--- src/rtl/alu_arbiter.sv ---
// alu_arbiter: shares one combinational ALU between two requesters.
//
// A request is accepted with a valid/ready handshake, its operands are latched,
// the shared ALU is driven from the latched copy for one cycle, and the captured
// Result/Zero are returned on the owner's response port until consumed.
//
// Optional feature macro: ALU_ARB_RR_EN
//   defined   -> round-robin arbitration using a last-grant pointer
//   undefined -> fixed priority, port 0 wins contention (no pointer register)
//
// Ports:
//   clk, rst                      clock, synchronous active-high reset
//   req{0,1}_valid/_ready         request handshake per port
//   req{0,1}_a/_b/_aluc           request operands and ALU control code
//   rsp{0,1}_valid/_ready         response handshake per port
//   rsp_result, rsp_zero          captured ALU outputs, shared by both ports
//   alu_a, alu_b, alu_aluc        drive the shared ALU
//   alu_result, alu_zero          outputs of the shared ALU
module alu_arbiter #(
  parameter int unsigned WIDTH  = 32,
  parameter int unsigned ALUC_W = 4
) (
  input  logic              clk,
  input  logic              rst,
  // port 0 request
  input  logic              req0_valid,
  output logic              req0_ready,
  input  logic [WIDTH-1:0]  req0_a,
  input  logic [WIDTH-1:0]  req0_b,
  input  logic [ALUC_W-1:0] req0_aluc,
  // port 1 request
  input  logic              req1_valid,
  output logic              req1_ready,
  input  logic [WIDTH-1:0]  req1_a,
  input  logic [WIDTH-1:0]  req1_b,
  input  logic [ALUC_W-1:0] req1_aluc,
  // responses
  output logic              rsp0_valid,
  input  logic              rsp0_ready,
  output logic              rsp1_valid,
  input  logic              rsp1_ready,
  output logic [WIDTH-1:0]  rsp_result,
  output logic              rsp_zero,
  // shared ALU
  output logic [WIDTH-1:0]  alu_a,
  output logic [WIDTH-1:0]  alu_b,
  output logic [ALUC_W-1:0] alu_aluc,
  input  logic [WIDTH-1:0]  alu_result,
  input  logic              alu_zero
);

  typedef enum logic [1:0] {StIdle, StExec, StResp} state_e;

  state_e              state_q, state_d;
  logic                owner_q, owner_d;
  logic [WIDTH-1:0]    a_q, a_d;
  logic [WIDTH-1:0]    b_q, b_d;
  logic [ALUC_W-1:0]   aluc_q, aluc_d;
  logic [WIDTH-1:0]    result_q, result_d;
  logic                zero_q, zero_d;
  logic                rsp0_valid_q, rsp0_valid_d;
  logic                rsp1_valid_q, rsp1_valid_d;
  logic                grant0, grant1;
  logic                rsp_done;

`ifdef ALU_ARB_RR_EN
  // Records the owner of the last completed operation; reset to 1 so that
  // port 0 wins the first contention.
  logic ptr_q, ptr_d;
`endif

  // Arbitration: purely combinational from the request valids (and pointer).
  always_comb begin
    grant0 = 1'b0;
    grant1 = 1'b0;
    if (state_q == StIdle) begin
`ifdef ALU_ARB_RR_EN
      // Under contention, grant the port that did not win last time.
      grant0 = req0_valid & (~req1_valid | ptr_q);
      grant1 = req1_valid & (~req0_valid | ~ptr_q);
`else
      grant0 = req0_valid;
      grant1 = req1_valid & ~req0_valid;
`endif
    end
  end

  assign req0_ready = grant0;
  assign req1_ready = grant1;

  // Response consumed by the current owner.
  assign rsp_done = owner_q ? rsp1_ready : rsp0_ready;

  always_comb begin
    state_d      = state_q;
    owner_d      = owner_q;
    a_d          = a_q;
    b_d          = b_q;
    aluc_d       = aluc_q;
    result_d     = result_q;
    zero_d       = zero_q;
    rsp0_valid_d = rsp0_valid_q;
    rsp1_valid_d = rsp1_valid_q;
`ifdef ALU_ARB_RR_EN
    ptr_d        = ptr_q;
`endif

    unique case (state_q)
      StIdle: begin
        if (grant0) begin
          a_d     = req0_a;
          b_d     = req0_b;
          aluc_d  = req0_aluc;
          owner_d = 1'b0;
          state_d = StExec;
        end else if (grant1) begin
          a_d     = req1_a;
          b_d     = req1_b;
          aluc_d  = req1_aluc;
          owner_d = 1'b1;
          state_d = StExec;
        end
      end

      StExec: begin
        // ALU settles on the latched operands during this cycle.
        result_d     = alu_result;
        zero_d       = alu_zero;
        rsp0_valid_d = ~owner_q;
        rsp1_valid_d = owner_q;
        state_d      = StResp;
      end

      StResp: begin
        if (rsp_done) begin
          rsp0_valid_d = 1'b0;
          rsp1_valid_d = 1'b0;
`ifdef ALU_ARB_RR_EN
          ptr_d        = owner_q;
`endif
          state_d      = StIdle;
        end
      end

      default: begin
        rsp0_valid_d = 1'b0;
        rsp1_valid_d = 1'b0;
        state_d      = StIdle;
      end
    endcase
  end

  always_ff @(posedge clk) begin
    if (rst) begin
      state_q      <= StIdle;
      owner_q      <= 1'b0;
      a_q          <= '0;
      b_q          <= '0;
      aluc_q       <= '0;
      result_q     <= '0;
      zero_q       <= 1'b0;
      rsp0_valid_q <= 1'b0;
      rsp1_valid_q <= 1'b0;
`ifdef ALU_ARB_RR_EN
      ptr_q        <= 1'b1;
`endif
    end else begin
      state_q      <= state_d;
      owner_q      <= owner_d;
      a_q          <= a_d;
      b_q          <= b_d;
      aluc_q       <= aluc_d;
      result_q     <= result_d;
      zero_q       <= zero_d;
      rsp0_valid_q <= rsp0_valid_d;
      rsp1_valid_q <= rsp1_valid_d;
`ifdef ALU_ARB_RR_EN
      ptr_q        <= ptr_d;
`endif
    end
  end

  // ALU inputs always come from the latched copy so they never follow the
  // live request buses.
  assign alu_a      = a_q;
  assign alu_b      = b_q;
  assign alu_aluc   = aluc_q;

  assign rsp0_valid = rsp0_valid_q;
  assign rsp1_valid = rsp1_valid_q;
  assign rsp_result = result_q;
  assign rsp_zero   = zero_q;

endmodule

--- config.mk ---
export PLATFORM = sky130hd
export DESIGN_NAME = alu_arbiter
export DESIGN_NICKNAME = d
export VERILOG_FILES = /design/src/rtl/alu_arbiter.sv
export SDC_FILE = /design/constraint.sdc
export NUM_CORES = 1
export LEC_CHECK = 0
export ABC_CLOCK_PERIOD_IN_PS = 1420
export CAP_MARGIN = 20
export CORE_UTILIZATION = 33
export DETAILED_ROUTE_END_ITERATION = 12
export PLACE_DENSITY = 0.76
export RECOVER_POWER = 25
export SYNTH_ARGS = -nofsm -noshare
export SYNTH_HDL_FRONTEND = slang
export SYNTH_SLANG_ARGS = --single-unit
--- constraint.sdc ---
create_clock -name clk -period 1.42 [get_ports clk]
set_input_delay 0.142 -clock clk [delete_from_list [all_inputs] [get_ports clk]]
set_output_delay 0.142 -clock clk [all_outputs]
set_load 0.02 [all_outputs]
* Yosys cells after proc, flatten, opt, wreduce, memory -nomap -nowiden
Cells that the tools add are included.
** Operators by class
- Add/subtract/negate cells :: 0
- $mul :: 0
- Divide/modulo/power cells :: 0
- Order comparisons :: 0
- Eq/ne operators :: 4
- Shift operators :: 0
- Mux-type cells :: 18
- Bitwise gates (word level) :: 4
- Reductions and logical operators :: 5
** Operators by type and width (number)
- 32-bit 2-to-1 mux :: 4
- 4-bit 2-to-1 mux :: 2
- 1-bit 2-to-1 mux :: 6
- 2-bit 2-to-1 mux :: 3
- 1-bit one-hot mux with 3 select lines :: 2
- 2-bit one-hot mux with 3 select lines :: 1
- 2-bit AND reduction :: 3
- 3-bit != test, second input constant :: 1
- 1-bit NOT :: 3
- 2-bit by 1-bit equality test with 1-bit output, second input constant :: 1
- 2-bit equality test, second input constant :: 1
- 2-bit zero test :: 1
- 2-bit != test, second input constant :: 1
- 2-bit nonzero test :: 1
- 1-bit AND :: 1
** Word-level totals
- Register bits :: 106
- Bits in latches :: 0
- Bits in writable memories :: 0
- ROM bits :: 0
- Output and inout bits :: 105
- Memories :: 0

* Longest topological paths before layout
- Word-level depth :: 6
- Gate-level depth with buffers :: 8
- Depth with buffers taken out :: 3

* Least setup slack after synthesis
OpenSTA, ideal clock, no wires.
- Kind :: input to register
- Start :: input req0_valid
- End :: register owner_q
- Arrival :: 1.472 ns
- Data required time :: 1.352 ns
- Slack :: -0.120 ns
- Stages :: 5
- Path buffers :: 2
- Cell sequence :: buf_2 buf_2 nor4b_1 a21oi_1 nor2_1
** Between the ends
- Longest elaborated chain between the ends :: 5
- Elaborated cells on any way between the ends :: 7
- Classes of those cells :: mux (3); bitwise (2); reduce/logical (2)
** Ends and longest elaborated chain
- from (decl) :: line 26 : input logic req0_valid,
- 1-bit NOT :: line 83 : grant1 = req1_valid & ~req0_valid;
- 1-bit AND :: line 83
- 1-bit 2-to-1 mux :: line 76 : if (state_q == StIdle) begin
- net req1_ready :: line 33 : output logic req1_ready,
- 2-bit nonzero test (no source line)
- 2-bit AND reduction (no source line)
- to (signal assigned) :: line 169 : owner_q <= owner_d;
- to (decl) :: line 55 : logic owner_q, owner_d;
The timed path passes the listed nets, and every way through them passes these cells.
A chain may end at the register's enable or synchronous reset.

* Worst setup path in the final report
- Start :: register state_q[1]
- End :: register b_q[22] (netlist: alu_b[22])
** Between the ends
- Longest elaborated chain between the ends :: 4
- Elaborated cells on any way between the ends :: 6
- Classes of those cells :: mux (3); reduce/logical (3)
** Ends and longest elaborated chain
- from (decl) :: line 54 : state_e state_q, state_d;
- from (signal assigned) :: line 155 : state_q <= StIdle;
- from (signal assigned) :: line 168 : state_q <= state_d;
- 2-bit zero test (*) :: line 76, 108
- 1-bit 2-to-1 mux :: line 76
- 2-bit nonzero test (no source line)
- 2-bit AND reduction (no source line)
- to (signal assigned) :: line 158 : b_q <= '0;
- to (signal assigned) :: line 171 : b_q <= b_d;
- to (decl) :: line 57 : logic [WIDTH-1:0] b_q, b_d;
Mark *: on every way between the ends. The rest lies on a longest branch, timed or not.

==> qor.csv <==
metric;value;unit
status;finished, violations left;
violations;setup timing;
place.detailed.hpwl;10900;µm
grt_pass1_vias;4803;
drc;0;
regArea;2120;µm²
synth_top_family_by_area;compound AO/OA/AOI/OAI gates;
synth_top_area_share;47.2;%
final.fill_count;1108;
die_w;119;µm
synthToLayoutAreaGrowth;85.5;%
synthArstFlopShare;0;%
crit_fanout;6;
fin_nets;938;
syn_area;4500;µm²
worstPathArrival;1.69;ns
r2r_cells;8;
cts-root-buf;clkbuf_16;
yosys_most_used_dff;dfxtp_1;
drtPass1Iterations;4;
numClockSinks;106;
syn_nets;660;
yosysMostFrequentCell;dfxtp_1;
h-tree-depth;3;
core-area;13300;µm²
drive_above_1_share;13.3;%
synth_seq_cells;106;
cp-start-kind;flip-flop;
hold_start;req0_valid;
cts_tree;done;
ys_types;22;
r2r_slack;-0.05;ns
num_rows;42;
synth_xor_area_share;0;%
period_share;104;%
drtIter0Drc;191;
multi_input_area;2280;µm²
yosys.area.top_type;dfxtp_1;
hold_depth;4;
grt_overflow_total;0;
ys_warn_count;0;
setup_viol;31;
final_util;62.8;%
synth_mux_area_share;15.6;%
place_ws;-0.294;ns
r2r-start;state_q[1]$_SDFFE_PP0P_;
worstMarginPinSlew;0.548;ns
grt_max_degree;107;
seq_area_frac_synth;47.2;%
powerDensity;1120;nW/µm²
routed_wl;16700;µm
hold_end;owner_q$_SDFFE_PP0P_;
p_leak;3.63;nW
fin_skew;0.00970;ns
avgSynthCellArea;9.28;µm²
rsz0062_at_grt;true;
grt.total_usage;23.1;%
maxCapViolCount;0;
clock_path_buffers;2;
die-area;14100;µm²
gp_congestion;0.777;
synth_commonest_cells;106 x dfxtp_1, 104 x a21oi_1, 70 x mux2i_1;
vias;4769;
synth_compound_area_share;24.4;%
die_y;119;µm
grt_pass1_wl;25200;µm
wire_per_inst;17.7;µm
antenna_left;0;
syn_inst;485;
worst_skew_pair.late_latency;0.35;ns
synth_edf_count;0;
yosys.area_share.simple;7.62;%
critPathRequiredTime;1.64;ns
initial_utilization;33.8;%
maxSlewViolCount;0;
slew_headroom;63.5;%
antenna_found_initial;1;
hold_path_class;primary input to flip-flop;
cts_buffers;9;
path_class;flip-flop to flip-flop;
synth_adder_area_share;0;%
holdBufCountCts;0;
path_clk_slew;0.07;ns
viasPerCell;5.05;
cp-end-kind;flip-flop;
hold_viol;0;
io_buffers;279;
ir_drop;673;µV
period_needed;1.47;ns
max_freq;680;MHz
io_pins;280;
reg2reg_to;alu_b[22]$_SDFFE_PP0P_;
synthTopCellsByArea;dfxtp_1 47%, mux2i_1 16%, a21oi_1 12%;
worst_slack;-0.0506;ns
==> cell families (layout without fill, tap and decap cells) <==
| kind of cell | count (synthesis) | count (layout) |
|---|---|---|
| AOI/OAI and AO/OA | 174 | 174 |
| buffers and inverters | 54 | 337 |
| DFF | 106 | 106 |
| and+or+nand+nor | 81 | 81 |
| muxes | 70 | 70 |
| other | 0 | 1 |
==> area by class of cell <==
cell class                      instances  area share (%)
Antenna cell                            1          0.0300
Clock buffer                           11            3.03
Clock inverter                          5            1.20
Inverter                                1          0.0450
Multi-Input combinational cell        325            27.3
Sequential cell                       106            25.5
Tap cell                              176            2.64
Timing Repair Buffer                  320            40.3
==> stage by stage <==
step | setup TNS [ns] | total power, mW | hold WS (ns) | instance area [µm²] | std cells
finish | -0.719 | 9.37 | 0.333 | 8350 | 945
floorplan | 0 | 4.76 | 0.278 | 4510 | 485
global placement | -11.92 | 6.10 | 0.442 | 7510 | 906
global route | -3.90 | 9.75 | 0.341 | 8350 | 945
CTS | -0.639 | 9.32 | 0.297 | 8190 | 939
detailed placement | -15.95 | 6.16 | 0.447 | 7510 | 906
==> per-layer routing <==
metal	part of all wire (%)	vias to the layer above	global-route usage, %	wire length (µm)
met4	4.1	0	12.6	679
met1	40	2215	25.5	6630
met2	49	221	39.9	8110
li1	-	2295	-	-
met3	7.7	38	6.42	1290
met5	0	-	0	0
==> sequential cells by signal (all words and copies together) (netlist names) <==
name        count
alu_a          32
alu_aluc        4
alu_b          32
owner_q         1
rsp0_valid      1
rsp1_valid      1
rsp_result     32
rsp_zero        1
state_q         2
==> critical path, cell delays in order (launching register included) <==
cell and delay, ns:
dfxtp_2 0.32, buf_6 0.11, buf_6 0.12, nor2_4 0.15
and2_4 0.19, buf_8 0.13, buf_12 0.12, buf_16 0.12
a211oi_2 0.07
==> where the power goes <==
part | switching (mW) | internal [mW]
Sequential | 0.167 | 3.29
Clock | 1.10 | 1.81
Combinational | 1.46 | 1.54
==> worst max path at each step <==
stage | startpoint | to | slack, ns | cells past startpoint
after floorplan | req0_valid | alu_a[0]$_SDFFE_PP0P_ | 0.03 | 8
after global routing | state_q[1]$_SDFFE_PP0P_ | alu_b[22]$_SDFFE_PP0P_ | -0.10 | 8
after detailed placement | req1_valid | alu_b[0]$_SDFFE_PP0P_ | -0.29 | 5
after CTS | state_q[1]$_SDFFE_PP0P_ | req0_ready | -0.06 | 3
after global placement | req1_valid | req1_ready | -0.21 | 3
final | state_q[1]$_SDFFE_PP0P_ | alu_b[22]$_SDFFE_PP0P_ | -0.05 | 8
==> placed cells by master, fill, tap and decap left out, drive strengths merged, types with 2 or more instances in the layout <==
cell,instances
clkdlybuf4s50,172
nand2,66
nand2b,4
clkinv,2
nor2,3
nor2b,3
bufinv,3
dfxtp,106
clkbuf,15
buf,41
dlygate4sd2,103
mux2i,70
a211oi,68
a21oi,104
==> what timing repair did <==
| item | 4_1_cts | 5_1_grt |
|---|---|---|
| endpoints found under the setup margin | 174 | 77 |
| resized for setup | 151 | 20 |
| buffers inserted | 10 | 3 |
| gates cloned | 9 | 4 |
| pin swaps | 7 | 8 |
Note: power is estimated with default switching activity, not from simulation.
